File: src/rtl/framed_bytes_receiver.sv
// Assembles L bytes of B bits into one word, with optional sync-byte hunting,
// mid-frame resync and an inter-byte timeout. Results are registered and held.
`default_nettype none

module framed_bytes_receiver #(
  parameter int unsigned     B         = 8,
  parameter int unsigned     L         = 4,
  parameter int unsigned     SYNC_EN   = 1,
  parameter logic [B-1:0]    SYNC_BYTE = 8'h24,
  parameter int unsigned     RESYNC    = 0,
  parameter int unsigned     TIMEOUT   = 0
) (
  input  logic             clock,
  input  logic             reset_n,
  input  logic             start,
  input  logic             load,
  input  logic [B-1:0]     data,
  output logic             resolve,
  output logic [L*B-1:0]   result,
  output logic             busy,
  output logic [7:0]       count,
  output logic             error
);

  localparam int unsigned LW = L * B;

  localparam logic [0:0] ST_HUNT = 1'b0;
  localparam logic [0:0] ST_RECV = 1'b1;

  localparam bit         SYNC    = (SYNC_EN != 0);
  localparam bit         RESYNC_ON = (RESYNC != 0) && SYNC;
  localparam bit         TMO_ON  = (TIMEOUT != 0);
  localparam logic [0:0] ST_IDLE = SYNC ? ST_HUNT : ST_RECV;
  localparam logic [7:0] LAST    = 8'(L - 1);
  localparam logic [15:0] TMO_M1 = TMO_ON ? 16'(TIMEOUT - 1) : 16'd0;

  logic [0:0]    state_q,   state_d;
  logic [7:0]    count_q,   count_d;
  logic [15:0]   timer_q,   timer_d;
  logic [LW-1:0] shift_q,   shift_d;
  logic [LW-1:0] result_q,  result_d;
  logic          resolve_q, resolve_d;
  logic          error_q,   error_d;

  logic [LW-1:0] shifted;
  logic          is_sync;
  logic          busy_c;
  logic          timer_exp;

  always_comb begin
    shifted   = (shift_q << B) | LW'(data);
    is_sync   = (data == SYNC_BYTE);
    busy_c    = (state_q == ST_RECV) && ((count_q != '0) || SYNC);
    // The timer expires on the idle cycle that would make it reach TIMEOUT
    timer_exp = TMO_ON && busy_c && !load && (timer_q == TMO_M1);

    state_d   = state_q;
    count_d   = count_q;
    timer_d   = timer_q;
    shift_d   = shift_q;
    result_d  = result_q;
    resolve_d = 1'b0;
    error_d   = 1'b0;

    if (start) begin
      state_d = ST_IDLE;
      count_d = '0;
      timer_d = '0;
    end else if (state_q == ST_HUNT) begin
      if (load && is_sync) begin
        state_d = ST_RECV;
        count_d = '0;
        timer_d = '0;
      end
    end else if (load) begin
      timer_d = '0;
      if (RESYNC_ON && is_sync) begin
        count_d = '0;
        error_d = (count_q != '0);
      end else begin
        shift_d = shifted;
        if (count_q == LAST) begin
          result_d  = shifted;
          resolve_d = 1'b1;
          count_d   = '0;
          state_d   = ST_IDLE;
        end else begin
          count_d = count_q + 8'd1;
        end
      end
    end else if (timer_exp) begin
      error_d = 1'b1;
      count_d = '0;
      timer_d = '0;
      state_d = ST_IDLE;
    end else if (busy_c && (timer_q != 16'hFFFF)) begin
      timer_d = timer_q + 16'd1;
    end
  end

  always_ff @(posedge clock) begin
    if (!reset_n) begin
      state_q   <= ST_IDLE;
      count_q   <= '0;
      timer_q   <= '0;
      shift_q   <= '0;
      result_q  <= '0;
      resolve_q <= 1'b0;
      error_q   <= 1'b0;
    end else begin
      state_q   <= state_d;
      count_q   <= count_d;
      timer_q   <= timer_d;
      shift_q   <= shift_d;
      result_q  <= result_d;
      resolve_q <= resolve_d;
      error_q   <= error_d;
    end
  end

  assign resolve = resolve_q;
  assign result  = result_q;
  assign busy    = busy_c;
  assign count   = count_q;
  assign error   = error_q;

endmodule

`default_nettype wire

File: config.mk
export PLATFORM = sky130hd
export DESIGN_NAME = framed_bytes_receiver
export DESIGN_NICKNAME = d
export VERILOG_FILES = /design/src/rtl/framed_bytes_receiver.sv
export SDC_FILE = /design/constraint.sdc
export NUM_CORES = 1
export LEC_CHECK = 0
export ABC_AREA = 1
export CAP_MARGIN = 20
export CORE_ASPECT_RATIO = 1.5
export CORE_MARGIN = 2
export CORE_UTILIZATION = 45
export DETAILED_ROUTE_END_ITERATION = 8
export PLACE_DENSITY = 0.75
export SETUP_SLACK_MARGIN = 0.02
export SLEW_MARGIN = 15
export SYNTH_ARGS = -nofsm -noshare
export SYNTH_HDL_FRONTEND = slang
export SYNTH_SLANG_ARGS = --single-unit
export TNS_END_PERCENT = 20
File: constraint.sdc
create_clock -name clock -period 1.3 [get_ports clock]
set_clock_uncertainty 0.1 [all_clocks]
set_input_delay 0.26 -clock clock [delete_from_list [all_inputs] [get_ports clock]]
set_output_delay 0.26 -clock clock [all_outputs]
set_load 0.01 [all_outputs]
**After elaboration in Yosys (flattened, before gate mapping)**

Index checks and enable logic that the tools add are counted.

- Add/sub/neg operators: 1
- Multipliers: 0
- Div/mod/pow operators: 0
- $lt $le $gt $ge: 0
- Equality and inequality tests: 3
- Shift operators: 0
- Multiplexer cells: 9
- Bitwise logic cells: 5
- Reduce and logical (&&, ||, !) cells: 7

Operators by type and width:

| kind | count |
|---|---|
| 8-bit two-way mux | 4 |
| 32-bit by 8-bit OR with 32-bit output | 1 |
| 8-bit by 1-bit adder with 8-bit output, second input constant | 1 |
| 8-bit by 2-bit equality test with 1-bit output, second input constant | 1 |
| 8-bit by 6-bit equality test with 1-bit output, second input constant | 1 |
| 1-bit two-way mux | 5 |
| 1-bit NOT | 4 |
| 4-bit AND reduction | 1 |
| 4-bit OR reduction | 1 |
| 3-bit AND reduction | 1 |
| 2-bit != test, second input constant | 1 |
| 2-bit AND reduction | 1 |
| 2-bit nonzero test | 1 |
| 2-bit OR reduction | 1 |
| 1-bit logical AND | 1 |

- Bits in registers: 66
- Latch bits: 0
- Memory bits (writable): 0
- Memory bits (read-only): 0
- Output and inout bits: 43
- Word-level logic and storage cells: 30
- Memories kept: 0

**Longest topological paths before layout**

- Word-level depth: 4
- Mapped depth: 8

**Worst setup path before layout**

OpenSTA, ideal clock, no wires.

- Path kind: flip-flop to flip-flop
- Start point: reg count_q[0] (netlist: count[0])
- End point: reg result_q[24] (netlist: result[24])
- Library setup time: 115 ps
- Arrival time: 1,287 ps
- Slack: -202 ps
- Cell stages (with the launch flop): 8
- Buffers on the path: 1
- Clock period less this slack: 1,502 ps
- Path through: dfxtp_1 ha_1 nand2_1 nor2_4 nand2_4 buf_2 o21ai_1 nor2_1

- Longest elaborated chain between the ends: 2

RTL lines:

| item | RTL line | source |
|---|---|---|
| start: declaration | 38 | `logic [7:0] count_q, count_d;` |
| start signal: assignment | 112 | `count_q <= count_d;` |
| 8-bit by 2-bit equality test with 1-bit output | 82 | `if (count_q == LAST) begin` |
| 4-bit AND reduction (no line) | -- |  |
| end signal: assignment | 115 | `result_q <= result_d;` |
| end: declaration | 41 | `logic [LW-1:0] result_q, result_d;` |

Every way passes these cells.
A chain may end at the register's enable or synchronous reset.

**Worst setup path after layout**

- Start point: reg count_q[0] (netlist: count[0])
- End point: reg count_q[5] (netlist: count[5])

- Longest elaborated chain between the ends: 4
- Elaborated cells between the ends (all ways): 5
- Classes of those cells: 1 x add/sub; 1 x eq/ne; 3 x mux

RTL lines:

| item | RTL line | source |
|---|---|---|
| 8-bit by 1-bit adder with 8-bit output / 8-bit by 2-bit equality test with 1-bit output (equally long branches) | 88, 82 |  |
| 8-bit two-way mux (*) | 82 |  |
| 8-bit two-way mux (*) | 75 | `end else if (load) begin` |
| 8-bit two-way mux (*) | 69 | `end else if (state_q == ST_HUNT) begin` |

Every way passes the cells marked *; elsewhere a longest branch is shown, timed or not. The select of a mux whose other input is x is not followed.

==> impl_results.md <==
- Met3 GRT Util: 3.013%
- Total negative slack: -2.053 ns
- Commonest non-fill, non-tap cell in the layout: nand2_1
- Vias in the first global route: 2320
- Worst path most repeated cell: nor2_4
- All-Layer GR Usage: 21.97%
- Post-Syn Area: 2571 um^2
- Yosys warning total: 0
- Non-Filler Instances: 484
- Area Overhead vs Synth: 43.80%
- H-tree level count: 3
- # DRC: 0
- Status: complete, but fails checks
- Nets: 423
- Post-Syn Instances: 331
- Worst Setup End Kind: flop
- P_leak: 1.761 nW
- Final setup violation count: 40
- Slowest stage cell, crit path: dfxtp_4
- Kind of critical path: reg -> reg
- RSZ-0062 raised after global routing: yes
- Post-synth cell types: 23
- Antenna-violating nets left: 0
- Die X: 65.72 um
- Crit-path leading delay family: simple AND/OR/NAND/NOR gates
- Die ar.: 6347 um^2
- Most frequent cells in the layout: nand2_1 (68), nor2_1 (55), dfxtp_1 (41)
- Worst path bufs/invs: 1
- Flop pwr share: 46.9%
- Gr ovfl total: 0
- Peak supply drop: 0.9253 mV
- Placed Cells: 465
- Seq cells post-synth: 66
- Via count: 2455
- Post-Syn Nets: 345
- Initial Util: 46.82%
- Clock share of power: 49.8%
- Height of the die: 96.58 um
- Routed vias/inst: 5.072
- HPWL after DPL: 4310 um
- Wirelength per Cell: 13.93 um
- Min-delay worst type: in -> reg
- Core Area: 5492 um^2
- Crit path max fanout: 7
- Max-cap violations: 0
- # rows: 33
- Max Clock Freq: 723.2 MHz
- Cell internal pwr: 3.363 mW
- WP data required: 1.48 ns
- Clock-pin slew on the worst setup and hold paths: 0.07 ns
- Clk Latency, worst-skew pair: 0.36 ns
- CTS tree: yes
- Pre-Repair DR Iteration Count: 4
- Final Max Slew Viols: 0
- Worst path max stage delay: 0.36 ns
- Buffers on Ports: 53
- CTS buffer count: 9
- M1 GR Usage: 25.18%
- Layout cells sized above 1: 35.02%
- Clk buf depth: 2
- Global-route wire length before repair: 10540 um
- Hold Violations, Final: 0
- Final period utilization: 106.4%
- GR peak layer: met2
- Global routing usage on met2: 38.22%
- Critical path arrival: 1.57 ns
- Hold_ws: 0.09202 ns
- Power Density: 1160 nW/um^2
- Largest net degree at the start of global routing: 57
- Root Buffer: clkbuf_8
- Ant. Diodes: 0
- CP startpoint kind: flop
- Sw Share: 21.60%
- Top-Level Pins: 55
- Fin crit period: 1.383 ns
- DR iter-0 viols: 90
- Failing checks: negative setup slack
- Design area: 3697 um^2
- Sequential area share after synthesis: 51.39%
- Placed cell area: 3390 um^2
- Final worst slack: -0.08269 ns
- Clock Sinks: 66
- Worst slack, placed: -0.4386 ns
- WL final: 6743 um
- Worst-path cell chain: ha_4 -> nand2_4 -> nor2_4 -> buf_6 -> nor2_4 -> nand3_2 -> a21oi_2
- Final RePlAce weighted congestion: 0.8121
- Hold_buf cts: 0
- Initial antenna violation count: 0
- Comb power frac: 3.3%
- Switching power: 0.9262 mW
- Syn_area_per_cell: 7.768 um^2
area by class of cell:
type	count	area, um^2
repair buffers	85	755.7
multi-input cells	235	1200
clock inverters	7	122.6
well taps	70	87.58
fillers	443	1794
flip-flops and latches	66	1360
inverters	12	47.55
clock buffers	9	123.9
cells by family (layout without fill, tap and decap cells):
family / Yosys count / count (layout) / share of synthesized area (%)
XOR/XNOR: 2 / 2 / 0.6814
buffers and inverters: 31 / 113 / 6.715
adder cells (fa/ha/maj): 2 / 2 / 0.9731
AO/OA/AOI/OAI: 58 / 58 / 11.48
AND/OR/NAND/NOR: 171 / 172 / 28.61
other: 1 / 1 / 0.1458
flip-flops: 66 / 66 / 51.39
worst paths after layout:
path	startpoint	end	slack (ns)	cells after the start
worst max-delay path	count[0]	count[5]	-0.08	7
worst min-delay path	data[0]	result[0]	0.09	3
worst min register to register	shift_q[5]	result[13]	0.36	2
worst max register to register	count[0]	count[5]	-0.08	7
metrics by stage:
stage          utilization [%]  power (mW)
2_1_floorplan                -       2.110
3_3_place_gp             61.72       2.188
3_5_place_dp             61.72       2.187
4_1_cts                  67.15       4.284
5_1_grt                  67.33       4.402
6_report                 67.33       4.289
sequential cells by signal, indices dropped and copies added, names as in the netlist:
register and flops:
busy 1, count 8, resolve 1, result 32, shift_q 24
repair_timing:
action                                  4_1_cts  5_1_grt
endpoints found under the setup margin      103       76
cloned                                        0        2
pin swaps                                     8       10
gates resized for setup                     152       53
setup buffers                                 1        0
tightest hold or removal path, stage by stage:
cell            delay (ns)
dlymetal6s2s_1        0.12
nand2_1               0.08
nand2_1               0.05
cells in the mapped netlist (all sizes together):
| cell type | instances | area (um^2) |
|---|---|---|
| nand2 | 72 | 280.3 |
| buf | 16 | 116.4 |
| inv | 12 | 45.04 |
| a21boi | 1 | 7.510 |
| dfxtp | 66 | 1321 |
| xnor2 | 2 | 17.52 |
| conb | 1 | 3.750 |
| o21ai | 35 | 175.2 |
| nand3 | 36 | 180.2 |
| nor2 | 63 | 275.3 |
| a21o | 1 | 7.510 |
| ha | 2 | 25.02 |
| clkbuf | 3 | 11.26 |
| a21oi | 21 | 105.1 |
power groups by stage:
| stage | clock network [mW] | registers [mW] | logic (mW) |
|---|---|---|---|
| 2_1_floorplan | 0 | 2.06 | 0.0466 |
| 3_3_place_gp | 0 | 2.06 | 0.125 |
| 3_5_place_dp | 0 | 2.06 | 0.124 |
| 4_1_cts | 2.15 | 2.01 | 0.125 |
| 5_1_grt | 2.24 | 2.01 | 0.151 |
| 6_report | 2.14 | 2.01 | 0.140 |
routing by layer:
metal	part of all wire (%)	up-vias
li1	-	1231
met1	39	1132
met2	54	76
met3	4.6	16
met4	2.6	0
met5	0	-
No activity file was read; power rests on OpenSTA's default activity.
